<file path="config.mk">
export PLATFORM = sky130hd
export DESIGN_NAME = fcc_edge_filter
export DESIGN_NICKNAME = d
export VERILOG_FILES = /design/src/rtl/fcc_edge_filter.sv
export SDC_FILE = /design/constraint.sdc
export NUM_CORES = 1
export LEC_CHECK = 0
export ABC_AREA = 1
export CAP_MARGIN = 5
export CORE_AREA = 5 5 295 297
export DETAILED_ROUTE_END_ITERATION = 8
export DIE_AREA = 0 0 300 302
export GPL_TIMING_DRIVEN = 0
export HOLD_SLACK_MARGIN = 0.05
export PLACE_DENSITY_LB_ADDON = 0.12
export SYNTH_ARGS = -nofsm -noshare
export SYNTH_HDL_FRONTEND = slang
export SYNTH_SLANG_ARGS = --single-unit
</file>
<file path="constraint.sdc">
create_clock -name i_clk -period 16.1 [get_ports i_clk]
set_input_delay 3.22 -clock i_clk [delete_from_list [all_inputs] [get_ports i_clk]]
set_output_delay 3.22 -clock i_clk [all_outputs]
set_load 0.05 [all_outputs]
</file>
<file path="src/rtl/fcc_edge_filter.sv">
// Edge filter for the FCC clustering path. Pair tags ride alongside the distance unit's latency.
// Pairs with dist2 <= eps2 go into a credit-protected edge FIFO that feeds union-find.
module fcc_edge_filter #(
    parameter int IDXW  = 10,
    parameter int LAT   = 3,
    parameter int DEPTH = 16,
    parameter int DW    = 40
) (
    input  logic            i_clk,
    input  logic            i_rst,
    input  logic [DW-1:0]   i_eps2,
    input  logic            i_frame_start,
    input  logic            i_frame_end,
    input  logic            i_issue_valid,
    input  logic [IDXW-1:0] i_issue_a,
    input  logic [IDXW-1:0] i_issue_b,
    output logic            o_issue_ready,
    input  logic [DW-1:0]   i_dist2,
    output logic            o_edge_valid,
    input  logic            i_edge_ready,
    output logic [IDXW-1:0] o_edge_a,
    output logic [IDXW-1:0] o_edge_b,
    output logic [15:0]     o_edge_count,
    output logic [23:0]     o_pair_count,
    output logic            o_busy,
    output logic            o_done
);
    localparam int AW  = $clog2(DEPTH);
    localparam int CW  = AW + 1;
    localparam int LCW = $clog2(LAT + 1);
    localparam int OW  = $clog2(DEPTH + LAT + 1);

    typedef struct packed {
        logic [IDXW-1:0] a;
        logic [IDXW-1:0] b;
    } pair_t;

    typedef enum logic [1:0] {S_IDLE, S_RUN, S_DRAIN, S_DONE} state_t;

    state_t            r_state, w_state_nxt;
    logic [DW-1:0]     r_eps2;
    logic [LAT:1]      r_vld_pipe;
    pair_t [LAT:1]     r_tag_pipe;
    pair_t             r_mem [DEPTH];
    logic [AW-1:0]     r_wr_ptr, r_rd_ptr;
    logic [CW-1:0]     r_cnt;
    logic [23:0]       r_pair_cnt;
    logic [15:0]       r_edge_cnt;
    logic              r_busy, r_done;

    logic [LCW-1:0]    w_inflight;
    logic [OW-1:0]     w_occ;
    logic              w_issue_acc;
    logic              w_exit_v;
    pair_t             w_exit_tag;
    logic              w_push, w_pop;
    pair_t             w_head;

    always_comb begin
        w_inflight = '0;
        for (int i = 1; i <= LAT; i++) w_inflight = w_inflight + LCW'(r_vld_pipe[i]);
    end

    // Occupancy counts pairs still in the distance unit, so every accepted pair owns a FIFO slot.
    assign w_occ       = OW'(r_cnt) + OW'(w_inflight);
    assign w_issue_acc = i_issue_valid && o_issue_ready && !i_frame_start;

    assign w_exit_v   = r_vld_pipe[LAT];
    assign w_exit_tag = r_tag_pipe[LAT];
    assign w_push     = w_exit_v && !i_frame_start && (i_dist2 <= r_eps2) && (w_exit_tag.a != w_exit_tag.b);
    assign w_pop      = o_edge_valid && i_edge_ready && !i_frame_start;

    // FSM: frame_start wins from any state, including over a same-cycle frame_end.
    always_comb begin
        w_state_nxt   = r_state;
        o_issue_ready = 1'b0;
        if (r_state == S_RUN && w_occ < OW'(DEPTH)) o_issue_ready = 1'b1;
        if (i_frame_start) begin
            w_state_nxt = S_RUN;
        end else begin
            case (r_state)
                S_RUN:   if (i_frame_end) w_state_nxt = S_DRAIN;
                S_DRAIN: if (w_inflight == '0 && r_cnt == '0) w_state_nxt = S_DONE;
                default: ;
            endcase
        end
    end

    always_ff @(posedge i_clk or posedge i_rst) begin
        if (i_rst) begin
            r_state <= S_IDLE;
            r_busy  <= 1'b0;
            r_done  <= 1'b0;
        end else begin
            r_state <= w_state_nxt;
            r_busy  <= (r_state == S_RUN) || (r_state == S_DRAIN);
            r_done  <= (r_state == S_DONE);
        end
    end

    always_ff @(posedge i_clk or posedge i_rst) begin
        if (i_rst) begin
            r_vld_pipe <= '0;
            r_tag_pipe <= '0;
        end else if (i_frame_start) begin
            r_vld_pipe <= '0;
        end else begin
            r_vld_pipe[1] <= w_issue_acc;
            r_tag_pipe[1] <= {i_issue_a, i_issue_b};
            for (int i = 2; i <= LAT; i++) begin
                r_vld_pipe[i] <= r_vld_pipe[i-1];
                r_tag_pipe[i] <= r_tag_pipe[i-1];
            end
        end
    end

    always_ff @(posedge i_clk) begin
        if (w_push) r_mem[r_wr_ptr] <= w_exit_tag;
    end

    always_ff @(posedge i_clk or posedge i_rst) begin
        if (i_rst) begin
            r_wr_ptr <= '0;
            r_rd_ptr <= '0;
            r_cnt    <= '0;
        end else if (i_frame_start) begin
            r_wr_ptr <= '0;
            r_rd_ptr <= '0;
            r_cnt    <= '0;
        end else begin
            if (w_push) r_wr_ptr <= r_wr_ptr + 1'b1;
            if (w_pop)  r_rd_ptr <= r_rd_ptr + 1'b1;
            case ({w_push, w_pop})
                2'b10:   r_cnt <= r_cnt + 1'b1;
                2'b01:   r_cnt <= r_cnt - 1'b1;
                default: ;
            endcase
        end
    end

    always_ff @(posedge i_clk or posedge i_rst) begin
        if (i_rst) begin
            r_eps2     <= '0;
            r_pair_cnt <= '0;
            r_edge_cnt <= '0;
        end else if (i_frame_start) begin
            r_eps2     <= i_eps2;
            r_pair_cnt <= '0;
            r_edge_cnt <= '0;
        end else begin
            if (w_exit_v && r_pair_cnt != '1) r_pair_cnt <= r_pair_cnt + 1'b1;
            if (w_push && r_edge_cnt != '1)   r_edge_cnt <= r_edge_cnt + 1'b1;
        end
    end

    // Head data is masked so an empty FIFO never exposes stale or uninitialised storage.
    assign w_head       = r_mem[r_rd_ptr];
    assign o_edge_valid = (r_cnt != '0);
    assign o_edge_a     = o_edge_valid ? w_head.a : '0;
    assign o_edge_b     = o_edge_valid ? w_head.b : '0;
    assign o_edge_count = r_edge_cnt;
    assign o_pair_count = r_pair_cnt;
    assign o_busy       = r_busy;
    assign o_done       = r_done;

endmodule

</file>
After elaboration in Yosys (flattened, before gate mapping)
Memories as Yosys holds them, arrays and structs flattened.
Index checks and enable logic that the tools add are counted.
{ "op_classes": {"shifts": 0, "n_eq_ne": 10, "div_mod_pow": 0, "bitwise_logic": 0, "mul": 0, "magnitude_cmp": 2, "muxes": 20, "n_addsub": 9, "n_reduce_logical": 23} }
{ "op_table": {"columns": ["operator", "n"], "rows": [
  ["24-bit two-way mux", 2],
  ["40-bit less-or-equal comparator", 1],
  ["16-bit two-way mux", 2],
  ["24-bit by 1-bit adder with 24-bit output, second input constant", 1],
  ["24-bit != test, second input constant", 1],
  ["10-bit two-way mux", 2],
  ["16-bit by 1-bit adder with 16-bit output, second input constant", 1],
  ["4-bit two-way mux", 4],
  ["16-bit != test, second input constant", 1],
  ["1-bit logical AND", 11],
  ["10-bit != test", 1],
  ["5-bit case mux with 2 select lines", 1],
  ["4-bit by 1-bit adder with 4-bit output, second input constant", 2],
  ["2-bit nonzero test", 4],
  ["2-bit == test, second input constant", 3],
  ["2-bit two-way mux", 3],
  ["3-bit != test, second input constant", 2],
  ["3-bit nonzero test", 2],
  ["5-bit by 1-bit adder with 5-bit output, second input constant", 1],
  ["5-bit by 2-bit adder with 5-bit output", 1],
  ["5-bit zero test", 1],
  ["5-bit less-than comparator, second input constant", 1],
  ["5-bit two-way mux", 1],
  ["5-bit nonzero test", 1],
  ["other kinds (11)", 14]
]} }
{ "totals": {"in_bits": 106, "ff_bits": 160, "memories": 1, "mem_bits_ro": 0, "ramBits": 320, "latch_bits": 0, "out_inout_bits": 64} }
{ "mem_list": {"columns": ["memory", "words", "width", "rd", "rd_ports_with_merged_regs", "wr", "line_no", "source"], "rows": [
  ["r_mem", 16, 20, 1, 0, 1, "44", "pair_t r_mem [DEPTH];"]
]} }

Depth between registers and ports, before layout
Gate-level depths: netlist of run 1.
{ "logic_depth": {"ltp_word": 9, "depth_mapped": 24, "ltp_nobuf": 24} }

Least setup slack after synthesis of run 1
Ideal clock, no wire load.
{ "synth_path": {"path_type": "input-to-reg", "start": "input i_dist2[39]", "end": "memory r_mem[11][0] (netlist bit), enable pin", "path_slack_ps": 10320, "arrival_ps": 5384, "t_required_ps": 15703, "path_buffers": 0, "stages": 12, "cell_sequence": "ha_1 > nand2_1 > nor2_2 > nand3_2 > nor2_2 > nand2_1 > or2_0 > nand2_2 > nand2_4 > inv_6 > nand2_1 > nor2_1"} }
{ "synth_via": {"elab_chain_len": 5} }
{ "synth_rtl": {"columns": ["item", "line_no", "source"], "rows": [
  ["from (decl)", "18", "input logic [DW-1:0] i_dist2,"],
  ["40-bit less-or-equal comparator", "70", "assign w_push = w_exit_v && !i_frame_start && (i_dist2 <= r_eps2) && (w_exit_tag.a != w_exit_tag.b);"],
  ["1-bit logical AND (2 in a row)", "70", null],
  ["1-bit two-way mux", "118", "if (w_push) r_mem[r_wr_ptr] <= w_exit_tag;"],
  ["1-bit two-way mux (implied by the code)", "118", null],
  ["to (decl)", "44", null]
]} }
No other way between the ends.

Worst setup path in the final report of run 1
{ "layout_path": {"start": "register r_rd_ptr[0]", "end": "output o_edge_b[8]"} }
{ "layout_via": {"elab_chain_len": 2} }
{ "layout_rtl": {"columns": ["item", "line_no", "source"], "rows": [
  ["from (decl)", "45", "logic [AW-1:0] r_wr_ptr, r_rd_ptr;"],
  ["from (signal assigned)", "132", "if (w_pop) r_rd_ptr <= r_rd_ptr + 1'b1;"],
  ["memory 16 x 20 bit", null, null],
  ["10-bit two-way mux", "160", "assign o_edge_b = o_edge_valid ? w_head.b : '0;"],
  ["to (decl)", "22", "output logic [IDXW-1:0] o_edge_b,"]
]} }
No other way between the ends.

==> flow_summary_export.csv, run 1 <==
group,metric,value,unit
placed_design,io_buffers,169,
synth,yosysWarnings,0,
pwr,power_density,125,mW/mm^2
global_routing,antenna_found_initial,2,
synth,yosys.area.top_type,"edfxtp_1",
die,dieArea,0.0906,sq mm
outcome,status,"finished, final reports clean",
timing,tightest_slew,1.08,ns
synth,yosysUniqueCellTypes,42,
synth,synth_common_cells,"nand2_1, edfxtp_1, dfrtp_1, nor2_1, o21ai_0",
synth,synth.area.top_cells,"edfxtp_1, dfrtp_1, nand2_1",
worst_setup_path,crit_start,"r_rd_ptr[0]",
synth,synth-main-ff-cell,"edfxtp_1",
cts,cts_buffers,58,
worst_setup_path,start_kind,"register",
timing,finClkSkew,0.0164,ns
die,die_w,300,microns
cts,htree_levels,2,
cells_and_area,area_delta_synth_final,25.5,%
synth,synth_edf_count,320,
synth,synth_seq_area_share,65.6,%
pwr,totalPowerFinal,0.00326,W
placed_design,dp_hpwl,43500,microns
timing,max_freq,135,MHz
worst_setup_path,r2r_start,"r_tag_pipe[56]",
cts,clock_sinks,480,
cts,cts_buffer_depth,3,
synth,synth.avg_cell_area,11.0,sq um
synth,synth_nets,2051,
cells_and_area,nets,2297,
timing,rsz0062_at_grt,"false",
die,top_level_ports,170,
worst_setup_path,ff2ff_setup_slack,12.64,ns
routing,drt_iter0_markers,873,
pwr,irDropWorstVdd,73.9,uV
die,row_count,107,
timing,fin_crit_sh,46.1,%
timing,hold_violations,0,
timing,slew_headroom,27.7,%
synth,yosysMostFrequentCell,"nand2_1",
placed_design,dp_slack,9.28,ns
routing,vias,14400,
worst_setup_path,crit_end,"o_edge_b[8]",
cts,clk_pin_slew,0.06,ns
die,start_util,24.6,%
cts,post_cts_buffers,0,
routing,wl,61700,microns
cts,cts-root-buf,"clkbuf_16",
timing,postLayoutSetupSlackWorst,8.68,ns
job,maxCapViolations,0,
worst_setup_path,cp.required,12.88,ns
global_routing,track_usage,13.5,%
synth,syn_inst,1889,
timing,min_period,7.42,ns
worst_setup_path,arrival,4.20,ns
placed_design,place.gp.congestion,0.767,
global_routing,grt_pass1_vias,15200,
worst_setup_path,critical_path.max_fanout,10,
synth,postSynth.asyncResetShare,33.3,%
worst_setup_path,r2r-end,"r_mem[11][16]",
timing,setup_viol_count_final,0,
worst_setup_path,crit_type,"register to output port",
global_routing,grt_pass1_wl,93600,microns
synth,yosys.area.top_type_share,46.3,%
pwr,p_leak,9.92,nW
cts,cts_tree,"done",
routing,vias_per_cell,4.41,
routing,dr.pass1.iters,5,
die,fp.dieH,302,microns
cts,clkLatencyLatePin,0.61,ns
cells_and_area,drive_above_1_share,6.87,%
worst_setup_path,worst_r2r_path_depth,8,
routing,ant_nets,0,
timing,finalSetupTns,0,ns
routing,drc,0,
min_path,hp-class,"register to register",
cts,hold_buffers,0,
timing,slew_violations,0,
cells_and_area,final_area,0.0260,sq mm
min_path,min_from,"r_rd_ptr[3]",
global_routing,overflow,0,
placed_design,placed_cell_area,0.0242,sq mm
cts,cts_resized,0,
timing,holdWs,0.470,ns
global_routing,grt_start_max_net_pins,89,
synth,synth_area,0.0207,sq mm
worst_setup_path,end_kind,"output port",
die,core-area,0.0843,sq mm
synth,synth-seq-cells,480,
routing,wl_per_cell,18.8,microns
-- final cells by class --
| type | instances | area (sq um) |
|---|---|---|
| inverter | 125 | 482 |
| clock buffer | 80 | 1610 |
| antenna | 1 | 2.50 |
| fill | 8685 | 58300 |
| tap | 1090 | 1360 |
| multi-input combinational | 1197 | 6340 |
| sequential | 480 | 13600 |
| timing repair buffer | 186 | 2010 |
| buffer | 87 | 349 |
| clock inverter | 28 | 260 |
-- state kept, by name (all words and copies together) (netlist names) --
name and count:
r_cnt 5, r_tag_pipe 60, o_edge_count 16, r_vld_pipe 3
r_mem 320, r_state 2, r_wr_ptr 4, o_busy 1
o_done 1, r_eps2 40, o_pair_count 24, r_rd_ptr 4
-- kinds of logic after synthesis --
family	Yosys count	synth area share [%]
XOR/XNOR	26	1.10
flip-flops	480	65.6
adder cells (fa/ha/maj)	56	3.45
AO/OA/AOI/OAI	351	9.88
buffers and inverters	212	3.97
AND/OR/NAND/NOR	723	14.0
multiplexers	41	1.98
-- placed cells by master (no fill, tap or decap), types with 10 or more instances in the layout --
master / n
clkinv_1: 13
buf_2: 12
a211oi_1: 21
xor2_1: 21
clkbuf_16: 61
o21ai_0: 146
nand3_1: 34
nand2_1: 476
ha_1: 54
nor2_2: 21
buf_8: 12
clkbuf_1: 82
buf_1: 10
edfxtp_1: 320
nor3_1: 31
inv_1: 120
o31ai_2: 10
mux2i_1: 40
a21oi_1: 95
clkdlybuf4s50_1: 169
o22ai_1: 43
o221ai_1: 20
dfrtp_1: 160
nor2_1: 131
nand4_1: 15
-- how the worst min path moves through the flow --
stage,end,cells past startpoint
after floorplan,r_rd_ptr[3],1
after global placement,r_rd_ptr[3],1
after detailed placement,r_rd_ptr[3],1
after CTS,r_rd_ptr[3],1
after global routing,r_tag_pipe[20],2
final,r_rd_ptr[3],1
-- where the power goes --
| part | total [W] | switching [W] | internal [W] |
|---|---|---|---|
| Clock | 0.00129 | 0.000514 | 0.000772 |
| Sequential | 0.00143 | 0.0000601 | 0.00137 |
| Combinational | 0.000545 | 0.000372 | 0.000172 |
| Total | 0.00326 | 0.000947 | 0.00232 |
-- stage by stage --
step                      std cells  utilization [%]
after detailed placement       3165             28.6
after global placement         3148             28.2
after floorplan                1889                -
after CTS                      3273             30.9
after global routing           3273             30.9
final                          3274             30.9
-- worst max-delay path: stages, from the launching register on --
cell and delay [ns]:
dfrtp_1 0.38, buf_2 0.21, inv_1 0.16, buf_2 0.27, clkbuf_1 0.55, nand2_1 0.10, a21oi_1 0.15, nor3_1 0.09
a211oi_1 0.71, clkdlybuf4s50_1 0.96
-- metal layers --
layer | up-vias | global-route usage (%) | part of all wire (%)
li1 | 7056 | - | -
met1 | 6998 | 17.7 | 45
met2 | 298 | 23.1 | 48
met3 | 78 | 2.35 | 4.2
met4 | 2 | 3.63 | 2.3
met5 | - | 0 | 0.032
Power figures use the tool's default switching activity.
==> inputs of run 2 (changes only) <==
==> constraint.sdc (replaced) <==
create_clock -name i_clk -period 6.5 [get_ports i_clk]
set_input_delay 1.3 -clock i_clk [delete_from_list [all_inputs] [get_ports i_clk]]
set_output_delay 1.3 -clock i_clk [all_outputs]
set_load 0.05 [all_outputs]
==> results of run 2 <==
Same layout as run 1 (identical final DEF). Status: finished, final reports clean.
Among the figures that moved: setup slack after placement 9.28 ns -> 1.60 ns; setup slack after layout 8.68 ns -> 0.997 ns; register-to-register setup slack 12.64 ns -> 3.04 ns; total power 0.00326 W -> 0.00808 W; worst IR drop on VDD 73.9 uV -> 183 uV
==> inputs of run 3 (changes only) <==
==> constraint.sdc (replaced) <==
create_clock -name i_clk -period 5.5 [get_ports i_clk]
set_input_delay 1.1 -clock i_clk [delete_from_list [all_inputs] [get_ports i_clk]]
set_output_delay 1.1 -clock i_clk [all_outputs]
set_load 0.05 [all_outputs]
==> results of run 3 <==
Same layout as run 1 (identical final DEF). Status: finished, final reports clean.
Among the figures that moved: setup slack after placement 9.28 ns -> 0.797 ns; setup slack after layout 8.68 ns -> 0.197 ns; register-to-register setup slack 12.64 ns -> 2.04 ns; total power 0.00326 W -> 0.00955 W; worst IR drop on VDD 73.9 uV -> 216 uV
